[src/rtl/text_pkg.sv]
// Shared types and constants for the text-sprite fetch scheduler.
package text_pkg;

    typedef enum logic [1:0] {
        IDLE,
        CP,
        GLYPH
    } state_t;

    localparam int CP_START    = 'h20;
    localparam int FONT_HEIGHT = 8;
    localparam int NUM_GLYPHS  = 64;

    function automatic int greet_aw(input int msgs, input int len);
        return $clog2(msgs * len);
    endfunction

    function automatic int font_aw(input int glyphs, input int height);
        return $clog2(glyphs * height);
    endfunction

endpackage

[src/rtl/msg_pacer.sv]
// Frame counter that steps the greeting index every TXT_PAUSE frames.
module msg_pacer #(
    parameter int GREET_MSGS = 32,
    parameter int TXT_PAUSE  = 80
) (
    input  logic                          clk,
    input  logic                          rst,
    input  logic                          frame_start,
    input  logic                          hold,
    output logic [$clog2(GREET_MSGS)-1:0] greeting
);

    localparam int GW = $clog2(GREET_MSGS);
    localparam int FW = $clog2(TXT_PAUSE + 1);
    localparam logic [FW-1:0] LAST_FRM = FW'(TXT_PAUSE - 1);
    localparam logic [GW-1:0] LAST_MSG = GW'(GREET_MSGS - 1);

    logic [FW-1:0] cnt_frm;

    // cnt_frm parks on LAST_FRM while hold is high
    always_ff @(posedge clk) begin
        if (rst) begin
            cnt_frm  <= '0;
            greeting <= '0;
        end else if (frame_start) begin
            if (cnt_frm == LAST_FRM) begin
                if (!hold) begin
                    cnt_frm  <= '0;
                    greeting <= (greeting == LAST_MSG) ? '0 : greeting + 1'b1;
                end
            end else begin
                cnt_frm <= cnt_frm + 1'b1;
            end
        end
    end

endmodule

[src/rtl/text_fetch_ctrl.sv]
// Line-triggered scheduler for the greeting and font ROMs of the text overlay.
module text_fetch_ctrl
    import text_pkg::*;
#(
    parameter int SPR_CNT      = 8,
    parameter int GREET_MSGS   = 32,
    parameter int GREET_LENGTH = 16,
    parameter int TXT_PAUSE    = 80,
    parameter int CPW          = 7,
    parameter int TXT_L1Y      = 150,
    parameter int TXT_L2Y      = 214,
    parameter int SCALE_Y      = 8,
    parameter int CORDW        = 16,
    localparam int GAW = greet_aw(GREET_MSGS, GREET_LENGTH),
    localparam int FAW = font_aw(NUM_GLYPHS, FONT_HEIGHT),
    localparam int LW  = $clog2(FONT_HEIGHT),
    localparam int GW  = $clog2(GREET_MSGS)
) (
    input  logic                    clk,
    input  logic                    rst,
    input  logic                    frame_start,
    input  logic                    line_start,
    input  logic signed [CORDW-1:0] sy,
    input  logic                    hold,
    output logic [GAW-1:0]          greet_rom_addr,
    input  logic [CPW-1:0]          greet_rom_data,
    output logic [FAW-1:0]          font_rom_addr,
    input  logic [SPR_CNT*LW-1:0]   spr_line,
    output logic                    spr_start,
    output logic [SPR_CNT-1:0]      dma_avail,
    output logic [GW-1:0]           greeting,
    output logic                    busy,
    output logic                    overrun
);

    localparam int IW = $clog2(SPR_CNT + 1);
    localparam int JW = $clog2(SPR_CNT);
    localparam logic signed [CORDW-1:0] Y1 = CORDW'(TXT_L1Y);
    localparam logic signed [CORDW-1:0] Y2 = CORDW'(TXT_L2Y);
    localparam logic signed [CORDW-1:0] YE =
        CORDW'(TXT_L2Y + FONT_HEIGHT * SCALE_Y);

    state_t         state, state_nx;
    logic [IW-1:0]  idx, idx_nx;
    logic [JW-1:0]  jdx, cidx;
    logic [GAW-1:0] base, base_nx, base_new;
    logic [CPW-1:0] cp [SPR_CNT];
    logic [CPW-1:0] cp_in, cp_sel, gly;
    logic [LW-1:0]  line_sel;
    logic           in_band, row, take;

    msg_pacer #(
        .GREET_MSGS(GREET_MSGS),
        .TXT_PAUSE (TXT_PAUSE)
    ) u_pacer (
        .clk        (clk),
        .rst        (rst),
        .frame_start(frame_start),
        .hold       (hold),
        .greeting   (greeting)
    );

    assign in_band   = (sy >= Y1) && (sy < YE);
    assign row       = (sy >= Y2);
    assign take      = line_start && in_band;
    assign spr_start = line_start && (sy == Y1 || sy == Y2);
    assign busy      = (state != IDLE);

    assign base_new = GAW'(greeting) * GAW'(GREET_LENGTH)
                    + (row ? GAW'(GREET_LENGTH / 2) : '0);

    // out-of-font code points collapse onto the blank glyph
    assign cp_in = (int'(greet_rom_data) >= CP_START &&
                    int'(greet_rom_data) <= CP_START + NUM_GLYPHS - 1)
                 ? greet_rom_data : CPW'(CP_START);

    assign jdx      = idx[JW-1:0];
    assign cidx     = JW'(idx - 1'b1);
    assign cp_sel   = cp[jdx];
    assign line_sel = spr_line[jdx*LW +: LW];
    assign gly      = cp_sel - CPW'(CP_START);

    always_comb begin
        state_nx       = state;
        idx_nx         = idx;
        base_nx        = base;
        greet_rom_addr = '0;
        font_rom_addr  = '0;
        dma_avail      = '0;
        unique case (state)
            IDLE: begin
                if (take) begin
                    state_nx = CP;
                    idx_nx   = '0;
                    base_nx  = base_new;
                end
            end
            CP: begin
                if (idx < IW'(SPR_CNT))
                    greet_rom_addr = base + GAW'(idx);
                if (idx == IW'(SPR_CNT)) begin
                    state_nx = GLYPH;
                    idx_nx   = '0;
                end else begin
                    idx_nx = idx + 1'b1;
                end
            end
            GLYPH: begin
                dma_avail     = SPR_CNT'(1) << jdx;
                font_rom_addr = FAW'(gly) * FAW'(FONT_HEIGHT) + FAW'(line_sel);
                if (idx == IW'(SPR_CNT - 1)) begin
                    state_nx = IDLE;
                    idx_nx   = '0;
                end else begin
                    idx_nx = idx + 1'b1;
                end
            end
            default: state_nx = IDLE;
        endcase
    end

    always_ff @(posedge clk) begin
        if (rst) begin
            state   <= IDLE;
            idx     <= '0;
            base    <= '0;
            overrun <= 1'b0;
        end else begin
            state <= state_nx;
            idx   <= idx_nx;
            base  <= base_nx;
            if (take && busy)
                overrun <= 1'b1;
        end
    end

    // ROM data lags the address by one cycle, so slot k fills cp[k-1]
    always_ff @(posedge clk) begin
        if (rst) begin
            for (int i = 0; i < SPR_CNT; i++)
                cp[i] <= CPW'(CP_START);
        end else if (state == CP && idx != '0) begin
            cp[cidx] <= cp_in;
        end
    end

endmodule

[config.mk]
export PLATFORM = sky130hd
export DESIGN_NAME = text_fetch_ctrl
export DESIGN_NICKNAME = d
export VERILOG_FILES = /design/src/rtl/text_pkg.sv /design/src/rtl/msg_pacer.sv /design/src/rtl/text_fetch_ctrl.sv
export SDC_FILE = /design/constraint.sdc
export NUM_CORES = 1
export LEC_CHECK = 0
export BUFFER_PORTS_ARGS = -buffer_cell sky130_fd_sc_hd__buf_2
export CAP_MARGIN = 40
export CORE_MARGIN = 2
export CORE_UTILIZATION = 55
export CTS_BUF_LIST = sky130_fd_sc_hd__clkbuf_4
export DETAILED_ROUTE_END_ITERATION = 10
export PLACE_DENSITY_LB_ADDON = 0.3
export SYNTH_ARGS = -nofsm -noshare
export SYNTH_HDL_FRONTEND = slang
export SYNTH_SLANG_ARGS = --single-unit
[constraint.sdc]
create_clock -name clk -period 6.5 [get_ports clk]
set_input_delay 0.65 -clock clk [delete_from_list [all_inputs] [get_ports clk]]
set_output_delay 0.65 -clock clk [all_outputs]
set_load 0.05 [all_outputs]
# [Yosys cells after proc, flatten, opt, wreduce, memory -nomap -nowiden]
# Memories as Yosys holds them, arrays and structs flattened. A register that Yosys moved wholly into a read port is not among the register bits.
# Cells that the tools add are included.
[word_totals] mem_count=1 inputBits=52 ram_bits=56 regBits=28 word_cells=81
[classes] n_reduce_logical=17 n_addsub=8 eq_ne=12 multipliers=1 muxes=27 n_shift=2 bitwise_logic=1 magnitude_cmp=6
[memory_table] name="cp" words=8 width=7 read_ports=1 rd_clocked_by_memory_dff=1 wr=8 line="text_fetch_ctrl.sv:47" text="logic [CPW-1:0] cp [SPR_CNT];"
[op_table] cell="equality test 16 x 9 -> 1 bit, second input constant" n=2
[op_table] cell="greater-or-equal comparator 16 x 9 -> 1 bit, second input constant" n=2
[op_table] cell="two-way mux 7 bit" n=4
[op_table] cell="two-way mux 9 bit" n=3
[op_table] cell="indexed part select 24 x 6 -> 3 bit" n=1
[op_table] cell="adder 9 x 4 -> 9 bit" n=2
[op_table] cell="less-than comparator 16 x 10 -> 1 bit, second input constant" n=1
[op_table] cell="two-way mux 4 bit" n=4
[op_table] cell="case mux 4 bit (3 select lines)" n=1
[op_table] cell="adder 9 x 3 -> 9 bit" n=1
[op_table] cell="two-way mux 3 bit" n=3
[op_table] cell="two-way mux 8 bit" n=1
[op_table] cell="!= test 2 bit, second input constant" n=4
[op_table] cell="left shift 1 x 3 -> 8 bit, first input constant" n=1
[op_table] cell="adder 7 x 1 -> 7 bit, second input constant" n=1
[op_table] cell="equality test 7 bit, second input constant" n=1
[op_table] cell="greater-or-equal comparator 7 x 6 -> 1 bit, second input constant" n=1
[op_table] cell="less-or-equal comparator 7 bit, second input constant" n=1
[op_table] cell="OR reduction 7 bit" n=1
[op_table] cell="logical AND 1 bit" n=6
[op_table] cell="two-way mux 1 bit" n=6
[op_table] cell="two-way mux 2 bit" n=3
[op_table] cell="case mux 2 bit (3 select lines)" n=1
[op_table] cell="AND reduction 2 bit" n=3
[op_table] cell="other kinds (19)" n=20

# [Longest topological paths before layout]
[depth] ltp_word=7 ltp_mapped=7 mapped_depth_nobuf=6

# [Hierarchy]
# A second synthesis with hierarchy kept.
[hier_totals] hier_cells=381 area_unflattened_um2=4159.0
[modules_own_cells] module="text_fetch_ctrl" area_per_inst_um2=3483.3 n_inst=1 cells_each=303
[modules_own_cells] module="msg_pacer" area_per_inst_um2=675.6 n_inst=1 cells_each=78

# [Least setup slack after synthesis]
# No wires, ideal clock.
[synth_timing] path_kind="reg2out" from="register idx[1]" to="output port font_rom_addr[0]" arrival_time_ns=2.061 t_required_ns=5.850 n_path_buf=1 slack_ns=3.789 stages_incl_launch_ff=5 cell_sequence="dfxtp_1 clkbuf_1 mux4_2 nand2_1 a21boi_0"
[synth_between] elab_chain_cells=4
[synth_rtl] item="from (decl)" line="text_fetch_ctrl.sv:44" text="logic [IW-1:0] idx, idx_nx;"
[synth_rtl] item="from (signal assigned)" line="text_fetch_ctrl.sv:130" text="idx <= idx_nx;"
[synth_rtl] item="multiplier 3 x 2 -> 5 bit" line="text_fetch_ctrl.sv:80" text="assign line_sel = spr_line[jdx*LW +: LW];"
[synth_rtl] item="indexed part select 24 x 6 -> 3 bit" line="text_fetch_ctrl.sv:80"
[synth_rtl] item="adder 9 x 3 -> 9 bit" line="text_fetch_ctrl.sv:110" text="font_rom_addr = FAW'(gly) * FAW'(FONT_HEIGHT) + FAW'(line_sel);"
[synth_rtl] item="two-way mux 9 bit" line="text_fetch_ctrl.sv:90" text="unique case (state)"
[synth_rtl] item="to (decl)" line="text_fetch_ctrl.sv:27" text="output logic [FAW-1:0] font_rom_addr,"
# Every way passes these cells.

# [Final worst setup path]
[layout_timing] from="register idx[0]" to="output port dma_avail[4]"
[layout_between] elab_chain_cells=2
[layout_rtl] item="left shift 1 x 3 -> 8 bit" line="text_fetch_ctrl.sv:109" text="dma_avail = SPR_CNT'(1) << jdx;"
[layout_rtl] item="two-way mux 8 bit" line="text_fetch_ctrl.sv:90"
[layout_rtl] item="to (decl)" line="text_fetch_ctrl.sv:30" text="output logic [SPR_CNT-1:0] dma_avail,"
# Every way passes these cells.

==> impl_metrics.tcl <==
set metrics [dict create \
    crit_buf_inv 2 \
    syn_area_sq_um 4054 \
    hold_path.class "flop to flop" \
    slew_violations 0 \
    wl_per_cell_um 15.78 \
    use_met3 0.04023 \
    synthToLayoutAreaGrowth_pct 15.65 \
    p_leak_nw 1.865 \
    hpwlAfterDp_um 6471 \
    die_area_sq_um 8073 \
    grtUsageMet1 0.3137 \
    synthCells 362 \
    crit_path_start_kind "flop" \
    path_class "flop to output port" \
    cp.required_ns 5.85 \
    fin_crit_ns 3.022 \
    cts_max_level 3 \
    status "complete, no violations" \
    drive_above_1_share 0.2911 \
    root_buffer "clkbuf_4" \
    cts_tree "yes" \
    ys_ff_latch 76 \
    clock-sinks 76 \
    grt_pass1_vias 2973 \
    skew_ns 0.01271 \
    grt_usage 0.2244 \
    cts_hold_buf 0 \
    p_total_w 0.0008959 \
    initial_core_util 0.5650 \
    syn_area_per_cell_sq_um 11.20 \
    setup-violations-final 0 \
    fp.dieH_um 89.85 \
    path_depth 5 \
    dp.cells 533 \
    io_pins 86 \
    final_common_cell "buf_2" \
    drt_wl_total_um 8664 \
    fin_setup_tns_ns 0 \
    vias 3048 \
    tightestPinTransition_ns 0.7277 \
    hold_viol 0 \
    dr.pass1.iters 4 \
    cts_buffers 9 \
    routed_via_density 5.552 \
    yosys_warnings 0 \
    path_common_cell "ha_1" \
    cp-end-kind "output port" \
    synth_enable_flop_cells 48 \
    layout_common_cells "buf_2 (85), nor2_1 (61), edfxtp_1 (48)" \
    grt_pass1_wl_um 14370 \
    startpoint "idx[0]$_SDFFE_PP0P_" \
    worstPathCellList "inv_1 > ha_1 > ha_1 > and2_1 > buf_2" \
    drc 0 \
    reg2regPathDepth 6 \
    drv_cap 0 \
    ant_nets 0 \
    cts_setup_buffers 0 \
    stdcell_count 549 \
    cp_top_family "flip-flops" \
    cts-resized-gates 0 \
    port_buffers 85 \
    r2r_end "cp[1][3]$_SDFFCE_PN0P_" \
    busiest_layer "met2" \
    drt_iter0_markers 266 \
    synth_nets 429 \
    die_w_um 89.85 \
    cts.clk_slew.worst_paths_ns 0.13 \
    r2r-start "idx[0]$_SDFFE_PP0P_" \
    r2r_setup_slack_ns 3.53 \
    crit_fanout 13 \
    cpPeakStageDelay_ns 0.77 \
    fmax_mhz 330.9 \
    hold_depth 2 \
    max-clock-path-buffers 2 \
    antenna_found_initial 0 \
    rsz0062_at_grt "no" \
    relSlewSlack 0.5142 \
    powerDensity_nw_per_um2 191.1 \
    arrival_ns 2.37 \
    min_from "base[3]$_SDFFE_PP0P_" \
    coreArea_sq_um 7176 \
    vdd_drop_max_v 0.0001047 \
    diodes 0 \
    grt_max_degree 35 \
    row_count 31 \
    hold_ws_ns 0.4760 \
    slowest_stage "dfxtp_1" \
    clock_latency_ns 0.42 \
    synth_seq_area_share 0.4938 \
    gr-usage-met2 0.3542 \
    ys.flop_type "edfxtp_1" \
    nNetsFinal 512 \
    ys_types 51 \
    gp_congestion 0.8147 \
    whs_endpoint "base[3]$_SDFFE_PP0P_" \
    min_period_over_period 0.4649 \
    async_flop_share 0 \
    grt_overflow_total 0 \
]
[cell families (layout without fill, tap and decap cells)]
logic type,after synthesis,in the layout,share of synthesized area
DFF,76,76,0.4938
muxes,35,35,0.1420
buffers and inverters,22,110,0.02284
xor gates and xnor gates,7,7,0.01512
AOI/OAI and AO/OA,33,33,0.05586
adders and majority gates,15,15,0.04630
and+or+nand+nor,174,174,0.2241
[state kept, by name (all words and copies together), names as in the netlist, named ones only]
name and count:
overrun 1, u_pacer.cnt_frm 7, state 2, idx 4, cp 48, base 6
u_pacer.greeting 5
[final cells by class]
type | count | area, sq um
inverter | 9 | 33.78
timing repair buffer | 85 | 425.4
fill | 596 | 2487
multi-input combinational | 264 | 1959
clock inverter | 5 | 61.31
tap | 99 | 123.9
clock buffer | 11 | 82.58
sequential | 76 | 2002
[report_power, final]
group,leakage (nW),total [W],switching [W],internal (W)
Combinational,1.10,0.0000754,0.0000455,0.0000299
Clock,0.0697,0.000294,0.000167,0.000127
Sequential,0.693,0.000526,0.00000524,0.000521
[Yosys cell counts (all sizes together) (2+ instances only)]
master	n	area share
nor2	62	0.059
edfxtp	48	0.36
dfxtp	28	0.14
nand2	28	0.026
and2	18	0.028
mux4	18	0.10
mux2i	17	0.042
ha	15	0.046
nand2b	13	0.020
nand3	10	0.012
nor2b	10	0.015
clkbuf	9	0.0083
inv	9	0.0083
o21ai	9	0.011
nor3	7	0.011
a21oi	6	0.0083
and3	6	0.0093
xor2	6	0.013
nand4b	5	0.012
buf	4	0.0062
a21boi	3	0.0056
a31oi	3	0.0046
nand4	3	0.0046
o31ai	3	0.0056
nor3b	2	0.0037
o2111ai	2	0.0059
or3	2	0.0037
or4	2	0.0046
[worst register-to-register path: cells and delay by family, from the launching register on]
family,cells,cell delay [ns]
AND/OR/NAND/NOR,4,1.28
flip-flops,1,0.77
adder cells (fa/ha/maj),1,0.33
buffers and inverters,1,0.28
[stage by stage]
step	utilization	setup WS [ns]	area (sq um)
after CTS	0.6534	3.434	4688
after floorplan	-	3.789	4054
after detailed placement	0.6333	3.622	4544
final	0.6534	3.478	4688
after global routing	0.6534	3.282	4688
after global placement	0.6333	3.789	4544
[per-layer routing]
layer,up-vias,share of wire,wire length [um]
met3,13,0.075,648
met1,1425,0.43,3752
met2,127,0.48,4135
met4,0,0.015,128
li1,1483,-,-
met5,-,0,0
[worst max path at each step]
stage | endpoint | slack [ns]
3_3_place_gp | cp[1][0]$_SDFFCE_PN0P_ | 3.79
4_1_cts | font_rom_addr[8] | 3.43
3_5_place_dp | cp[3][4]$_SDFFCE_PN0P_ | 3.62
6_report | dma_avail[4] | 3.48
5_1_grt | font_rom_addr[8] | 3.28
2_1_floorplan | font_rom_addr[0] | 3.79
No activity file was read; power rests on OpenSTA's default activity.
